$ cat src/rtl/genesis_pad_scanner.sv
`default_nettype none
// +--------------------------------------------------------------------------+
// | Module      : genesis_pad_scanner                                        |
// | Description : Frame-triggered Mega Drive/Genesis 3/6-button pad scanner. |
// |               Drives the pad select line through a fixed toggle          |
// |               sequence, samples the multiplexed pins and commits a       |
// |               12-bit pressed-button word once per enable rising edge.    |
// | Config      : PAD_SIX_BUTTON_EN - defined: 8-phase sequence with X/Y/Z/  |
// |               Mode and six-button detection; undefined: 2-phase 3-button |
// |               scan, btn_out[11:8] and six_button tied to 0.              |
// | Revision    : 1.0 - initial release                                      |
// +--------------------------------------------------------------------------+
module genesis_pad_scanner #(
   parameter int PHASE_CYCLES    = 1000,
   parameter int COOLDOWN_CYCLES = 200000
) (
   input  logic        clk,
   input  logic        rst,
   input  logic        enable,
   input  logic        pin_1,
   input  logic        pin_2,
   input  logic        pin_3,
   input  logic        pin_4,
   input  logic        pin_6,
   input  logic        pin_9,
   output logic        select,
   output logic [11:0] btn_out,
   output logic        btn_valid,
   output logic        pad_present,
   output logic        six_button,
   output logic        busy
);

`ifdef PAD_SIX_BUTTON_EN
   localparam int c_num_phases = 8;
`else
   localparam int c_num_phases = 2;
`endif
   // One counter serves both the select phases and the cooldown interval.
   localparam int c_cnt_max = (PHASE_CYCLES > COOLDOWN_CYCLES) ? PHASE_CYCLES : COOLDOWN_CYCLES;
   localparam int c_cnt_w   = $clog2(c_cnt_max);
   localparam logic [c_cnt_w-1:0] c_phase_last = c_cnt_w'(PHASE_CYCLES - 1);
   localparam logic [c_cnt_w-1:0] c_cool_last  = c_cnt_w'(COOLDOWN_CYCLES - 1);
   localparam logic [c_cnt_w-1:0] c_cnt_one    = c_cnt_w'(1);
   localparam logic [2:0]         c_last_phase = 3'(c_num_phases - 1);

   typedef enum logic [1:0] {
      S_IDLE     = 2'd0,
      S_SCAN     = 2'd1,
      S_COMMIT   = 2'd2,
      S_COOLDOWN = 2'd3
   } state_t;

   state_t               r_state, w_state_next;
   logic [c_cnt_w-1:0]   r_cnt, w_cnt_next;
   logic [2:0]           r_phase, w_phase_next;
   logic                 r_enable_q;
   logic [5:0]           r_sync1, r_sync2;
   logic [5:0]           w_pins, w_act;
   logic                 w_start, w_sample, w_commit;
   logic [7:0]           r_sh_base, w_sh_base_next;
   logic                 r_sh_present, w_sh_present_next;
   logic [7:0]           r_btn_base;
`ifdef PAD_SIX_BUTTON_EN
   logic [3:0]           r_sh_ext, w_sh_ext_next;   // [0]X [1]Y [2]Z [3]Mode
   logic                 r_sh_six, w_sh_six_next;
   logic [3:0]           r_btn_ext;
   logic                 r_six;
`endif

   // Pin vector order {9,6,4,3,2,1}; w_act is 1 where a pin is pulled low.
   assign w_pins  = {pin_9, pin_6, pin_4, pin_3, pin_2, pin_1};
   assign w_act   = ~r_sync2;
   assign w_start = enable & ~r_enable_q & (r_state == S_IDLE);
   assign busy    = (r_state != S_IDLE);

`ifdef PAD_SIX_BUTTON_EN
   assign btn_out    = {r_btn_ext, r_btn_base};
   assign six_button = r_six;
`else
   assign btn_out    = {4'b0000, r_btn_base};
   assign six_button = 1'b0;
`endif

   // Two-flop synchronisers on the asynchronous pad pins plus the enable history flop.
   always_ff @(posedge clk) begin
      if (rst) begin
         r_sync1    <= '1;
         r_sync2    <= '1;
         r_enable_q <= 1'b0;
      end else begin
         r_sync1    <= w_pins;
         r_sync2    <= r_sync1;
         r_enable_q <= enable;
      end
   end

   // FSM state, phase and shared counter registers.
   always_ff @(posedge clk) begin
      if (rst) begin
         r_state <= S_IDLE;
         r_cnt   <= '0;
         r_phase <= 3'd0;
      end else begin
         r_state <= w_state_next;
         r_cnt   <= w_cnt_next;
         r_phase <= w_phase_next;
      end
   end

   // Next-state logic: phase sequencing, sample strobe on each phase's final cycle, commit after the last phase.
   always_comb begin
      w_state_next = r_state;
      w_cnt_next   = r_cnt;
      w_phase_next = r_phase;
      w_sample     = 1'b0;
      w_commit     = 1'b0;
      case (r_state)
         S_IDLE: begin
            if (w_start) begin
               w_state_next = S_SCAN;
               w_cnt_next   = '0;
               w_phase_next = 3'd0;
            end
         end
         S_SCAN: begin
            if (r_cnt == c_phase_last) begin
               w_sample   = 1'b1;
               w_cnt_next = '0;
               if (r_phase == c_last_phase) begin
                  w_commit     = 1'b1;
                  w_state_next = S_COMMIT;
               end else begin
                  w_phase_next = r_phase + 3'd1;
               end
            end else begin
               w_cnt_next = r_cnt + c_cnt_one;
            end
         end
         S_COMMIT: begin
            w_state_next = S_COOLDOWN;
            w_cnt_next   = '0;
         end
         S_COOLDOWN: begin
            if (r_cnt == c_cool_last) begin
               w_state_next = S_IDLE;
            end else begin
               w_cnt_next = r_cnt + c_cnt_one;
            end
         end
         default: w_state_next = S_IDLE;
      endcase
   end

   // Shadow update: decode the synchronised pins according to the phase just completed.
   always_comb begin
      w_sh_base_next    = r_sh_base;
      w_sh_present_next = r_sh_present;
`ifdef PAD_SIX_BUTTON_EN
      w_sh_ext_next     = r_sh_ext;
      w_sh_six_next     = r_sh_six;
`endif
      if (w_sample) begin
         case (r_phase)
            3'd0: begin
               w_sh_present_next = w_act[2] & w_act[3];
               w_sh_base_next[4] = w_act[4];   // A
               w_sh_base_next[7] = w_act[5];   // Start
            end
            3'd1: begin
               w_sh_base_next[3:0] = w_act[3:0]; // Up/Down/Left/Right
               w_sh_base_next[5]   = w_act[4];   // B
               w_sh_base_next[6]   = w_act[5];   // C
            end
`ifdef PAD_SIX_BUTTON_EN
            3'd4: begin
               w_sh_six_next = r_sh_present & (&w_act[3:0]);
            end
            3'd5: begin
               if (r_sh_six) begin
                  w_sh_ext_next[2] = w_act[0];   // Z
                  w_sh_ext_next[1] = w_act[1];   // Y
                  w_sh_ext_next[0] = w_act[2];   // X
                  w_sh_ext_next[3] = w_act[3];   // Mode
               end
            end
`endif
            default: ;
         endcase
      end
   end

   // Shadow registers, registered select line and the commit of results to the outputs.
   always_ff @(posedge clk) begin
      if (rst) begin
         r_sh_base    <= 8'h00;
         r_sh_present <= 1'b0;
         r_btn_base   <= 8'h00;
         pad_present  <= 1'b0;
         btn_valid    <= 1'b0;
         select       <= 1'b1;
`ifdef PAD_SIX_BUTTON_EN
         r_sh_ext     <= 4'h0;
         r_sh_six     <= 1'b0;
         r_btn_ext    <= 4'h0;
         r_six        <= 1'b0;
`endif
      end else begin
         r_sh_base    <= w_sh_base_next;
         r_sh_present <= w_sh_present_next;
         btn_valid    <= w_commit;
         // Select is low in even phases, high in odd phases and outside SCAN.
         select       <= (w_state_next == S_SCAN) ? w_phase_next[0] : 1'b1;
`ifdef PAD_SIX_BUTTON_EN
         r_sh_ext     <= w_sh_ext_next;
         r_sh_six     <= w_sh_six_next;
`endif
         if (w_commit) begin
            pad_present <= w_sh_present_next;
            r_btn_base  <= w_sh_present_next ? w_sh_base_next : 8'h00;
`ifdef PAD_SIX_BUTTON_EN
            r_six       <= w_sh_present_next & w_sh_six_next;
            r_btn_ext   <= (w_sh_present_next & w_sh_six_next) ? w_sh_ext_next : 4'h0;
`endif
         end
      end
   end

endmodule
`default_nettype wire

$ cat config.mk
export PLATFORM = sky130hd
export DESIGN_NAME = genesis_pad_scanner
export DESIGN_NICKNAME = d
export VERILOG_FILES = /design/src/rtl/genesis_pad_scanner.sv
export SDC_FILE = /design/constraint.sdc
export NUM_CORES = 1
export LEC_CHECK = 0
export BUFFER_PORTS_ARGS = -buffer_cell sky130_fd_sc_hd__buf_2
export CAP_MARGIN = 20
export CORE_MARGIN = 3
export CORE_UTILIZATION = 45
export CTS_BUF_LIST = sky130_fd_sc_hd__clkbuf_16
export CTS_CLUSTER_DIAMETER = 40
export DETAILED_ROUTE_END_ITERATION = 8
export GPL_TIMING_DRIVEN = 0
export HOLD_SLACK_MARGIN = 0.03
export PLACE_DENSITY = 0.68
export SLEW_MARGIN = 20
export SYNTH_ARGS = -nofsm -noshare
export SYNTH_HDL_FRONTEND = slang
export SYNTH_SLANG_ARGS = --single-unit
$ cat constraint.sdc
create_clock -name clk -period 3.2 [get_ports clk]
set_input_delay 0.64 -clock clk [delete_from_list [all_inputs] [get_ports clk]]
set_output_delay 0.64 -clock clk [all_outputs]
set_load 0.05 [all_outputs]
After elaboration in Yosys (flattened, before gate mapping)
Index checks and enable logic that the tools add are counted.

storage, ports and cells
  flip-flop bits (word level) = 56
  bits of input ports = 9
  output and inout bits = 17
  logic and storage cells = 65

operators by class
  $add $sub $neg = 2
  equal/unequal tests = 11
  multiplexer cells = 26
  bitwise logic cells = 6
  reductions and logical operators = 7

operators by type and width
  operator               number
  $pmux 18 s4            1
  $mux 18                3
  $add 18x1->18 const B  1
  $eq 18x10->1 const B   1
  $eq 18x18->1 const B   1
  $mux 8                 2
  $mux 2                 5
  $mux 1                 9
  $mux 3                 3
  $ne 2x2->1 const B     4
  $pmux 2 s4             1
  $not 6->6              1
  $pmux 3 s2             1
  $eq 2x1->1 const B     2
  $eq 2x2->1 const B     2
  $mux 4                 1
  $reduce_and 4->1       1
  $reduce_bool 2->1      2
  $add 3x1->3 const B    1
  $and 1x1->1            3
  $eq 3x1->1 const B     1
  $logic_not 3->1        1
  $logic_not 2->1        1
  $not 1->1              2
  other kinds (2)        2

Logic depth before layout (Yosys ltp)
  depth in word-level cells = 8
  depth in mapped cells = 8

Least setup slack after synthesis
Ideal clock, no wire load.

  path kind = register to register
  from = reg r_cnt[11]
  to = reg r_btn_base[0]
  data arrival time = 1.840 ns
  data required time = 3.083 ns
  slack = 1.243 ns
  cell stages (with the launch flop) = 6
  buffers on the path = 0
  clock period less this slack = 1.957 ns
  cell sequence = dfxtp_1 > or4b_4 > nor3_4 > nand4_4 > mux2_4 > a22o_1

on the way
  cells in the longest elaborated chain, start to end = 5
  elaborated cells on any way between the ends = 8
  those cells by class = eq/ne: 1; mux: 7

RTL lines
  item                                     line  text
  start, declared                          55    logic [c_cnt_w-1:0] r_cnt, w_cnt_next;
  start signal, assigned                   106   r_cnt <= w_cnt_next;
  $eq 18x10->1 *                           127   if (r_cnt == c_phase_last) begin
  $mux 1                                   127
  $mux 1                                   118   case (r_state)
  $mux 8 / $mux 1 (equally long branches)  163   if (w_sample) begin
  $mux 8                                   220   r_btn_base <= w_sh_present_next ? w_sh_base_next : 8'h00;
  end signal, assigned                     220
  end, declared                            63    logic [7:0] r_btn_base;

Mark *: on every way between the ends. The rest lies on a longest branch, timed or not.
A chain may end at the register's enable or synchronous reset.

Worst setup path after layout
  from = reg r_cnt[12]
  to = reg r_cnt[11]

on the way
  cells in the longest elaborated chain, start to end = 3
  elaborated cells on any way between the ends = 6
  those cells by class = eq/ne: 3; mux: 2; reduce/logical: 1

RTL lines
  item                                                    line
  $eq 18x10->1 / $eq 18x18->1 (equally long branches)     127, 145
  $mux 18 / $ne 2x2->1 (equally long branches)            --
  $pmux 18 s4 / $reduce_and 2->1 (equally long branches)  --

Several ways; a longest one is shown, not always the timed one.

==> results.cfg <==
[synth]
yosysWarnings = 0
async_flop_share = 0
postSynthAreaPerCell_um2 = 8.87
synth_flop_cell = dfxtp_1
synth-edff-count = 0
ys_ff_latch = 50
seq_area_frac_synth = 0.450
synthTopCellsByArea = dfxtp_1 (45%), a21oi_1 (4.7%), nand2_1 (4.0%)
syn_area_um2 = 2230
synth_area_leader_cell = dfxtp_1
yosys.area.top_type_share = 0.450
synth_cells = 251
synthDistinctLibCells = 44

[timing]
slew_viol_final = 0
rsz0062_at_grt = false
fmax_ghz = 0.446
setup_tns_ns = 0
worst_pin_slew_ns = 0.857
clock_skew_ns = 0.00396
hold_viol_final = 0
period_share = 0.701
slew_headroom = 0.424
fin_crit_ns = 2.24
setup_viol = 0
worst_slack_ns = 0.958

[power]
seqPwrFrac = 0.484
swShare = 0.223
comb_power_share = 0.064
vdd_drop_max_v = 0.000289
leakagePower_nw = 1.00
p_int_w = 0.00103
p_switching_w = 0.000295
powerDensity_nw_per_um2 = 512
pwr-share-clk = 0.452

[clocking]
htree_num_levels = 2
post-cts-setup-buffers = 0
cts_hold_buf = 0
post_cts_resized = 0
worstSkewPairLatency_ns = 0.28
clk_pin_slew_worst_paths_ns = 0.07
tritoncts = built
cts.sinks = 50
root_buffer = clkbuf_16
clockBufferDepth = 2
numCtsBuffers = 5

[final_layout]
antenna_cells = 0
areaGrowthSynthToFinish_pct = 16.4
final_core_util = 0.568
final_common_cell = dfxtp_1
drive_gt1_frac = 0.208
fill_cells = 420
nets = 292
mostFrequentLayoutCells = dfxtp_1 (50), nand2_1 (24), buf_2 (23), a21oi_1 (21), nor2_1 (19)

[die]
floorplan.io_pins = 26
die_x_um = 76.3
start_util = 0.488
rows = 24
fp.dieH_um = 76.3
core-area_um2 = 4560
dieArea_um2 = 5830

[global_route]
grt_busiest_layer = met2
grt_max_degree = 17
grtUsageMet1 = 0.217
grt_overflow = 0
grt.total_usage = 0.157
grt_pass1_wl_um = 7650
use_met2 = 0.234
antenna_found_initial = 0
grt_pass1_vias = 1654
met3_usage = 0.0449

[detailed_routing]
drtIter0Drc = 90
finalWirelength_um = 4390
drt-wirelength-per-cell_um = 12.6
final_antenna_net_count = 0
first_pass_iters = 4
drc = 0
vias = 1795
vias_per_cell = 5.16

[min_path]
hold_class = reg -> reg

[placement]
io_buffer_count = 20
pre_cts_ws_ns = 1.02
dp_hpwl_um = 3150
place_congestion = 0.839

[critical_path]
crit_arrival_ns = 2.42
end_kind = flip-flop
worstPathRequired_ns = 3.38
critPathKind = reg -> reg
critPathLaunchType = flip-flop
critPathMaxFanout = 10

[run]
cap_viol_max_count = 0

[outcome]
outcome = completed
-- final timing paths --
path               from         end  slack [ns]  depth (start not counted)
max           r_cnt[12]   r_cnt[11]        0.96                          6
min          r_sync1[5]  r_sync2[5]        0.41                          1
max reg2reg   r_cnt[12]   r_cnt[11]        0.96                          6
min reg2reg  r_sync1[5]  r_sync2[5]        0.41                          1
-- critical path: stages (launching register included) --
cell	delay (ns)
dfxtp_1	0.33
or4_1	0.59
nor2_4	0.25
a31oi_1	0.20
o31ai_4	0.43
buf_4	0.27
nor2_1	0.06
-- metrics by stage --
| stage | cells | total power [W] | hold WS (ns) | area, µm² |
|---|---|---|---|---|
| after global routing | 348 | 0.00137 | 0.428 | 2590 |
| after floorplan | 255 | 0.000720 | 0.389 | 2240 |
| after global placement | 340 | 0.000739 | 0.392 | 2420 |
| after detailed placement | 340 | 0.000740 | 0.395 | 2420 |
| after CTS | 348 | 0.00134 | 0.411 | 2590 |
| final | 348 | 0.00133 | 0.410 | 2590 |
-- cells by family (layout without fill, tap and decap cells) --
family | count (synthesis) | in the layout | share of synthesized area
muxes | 4 | 4 | 0.0202
other | 1 | 5 | 0.00168
AOI/OAI and AO/OA | 45 | 45 | 0.124
adders and majority gates | 1 | 1 | 0.00562
and+or+nand+nor | 117 | 117 | 0.309
DFF | 50 | 50 | 0.450
xor gates and xnor gates | 9 | 9 | 0.0354
buffers and inverters | 24 | 52 | 0.0540
-- flip-flops by register name, indices dropped and copies added (netlist names) --
register      flops
btn_valid         1
r_sh_base         2
r_sh_present      1
r_state           2
r_sync2           6
r_enable_q        1
r_sync1           6
r_phase           3
r_cnt            18
pad_present       1
r_btn_base        8
select            1
-- per-layer routing --
layer  routed length (µm)  up-vias
li1                     -      934
met1                 2190      808
met2                 1910       47
met3                  236        6
met4                   57        0
met5                    0        -
-- Yosys cell counts, types with 3 or more instances --
cell type and n:
nand3b_1 6, or4_1 4, nor2b_1 3, nor3b_1 3
nand3_1 8, inv_1 8, nand4_1 7, buf_4 7
dfxtp_1 50, or3_1 7, clkbuf_1 6, xor2_1 8
nor3_1 3, a21oi_1 21, a31oi_1 3, and4_1 3
buf_2 3, nor2_1 19, nand2_1 24, o21ai_0 11
or2_2 12, and3_1 5, mux2i_1 3
-- final cells by class --
type	count	area (µm²)	area share
Buffer	16	90.1	0.0348
Clock buffer	5	125	0.0483
Clock inverter	3	43.8	0.0169
Inverter	8	30.0	0.0116
Multi-Input combinational cell	181	1120	0.432
Sequential cell	50	1000	0.386
Tap cell	65	81.3	0.0314
Timing Repair Buffer	20	100	0.0386
-- power groups by stage --
| stage | sequential, W | clock, W | combinational [W] |
|---|---|---|---|
| 4_1_cts | 0.000641 | 0.000610 | 0.0000853 |
| 6_report | 0.000642 | 0.000600 | 0.0000851 |
| 3_5_place_dp | 0.000655 | 0 | 0.0000845 |
| 5_1_grt | 0.000643 | 0.000636 | 0.0000930 |
| 2_1_floorplan | 0.000658 | 0 | 0.0000621 |
| 3_3_place_gp | 0.000655 | 0 | 0.0000836 |
(Power assumes the default switching activity.)
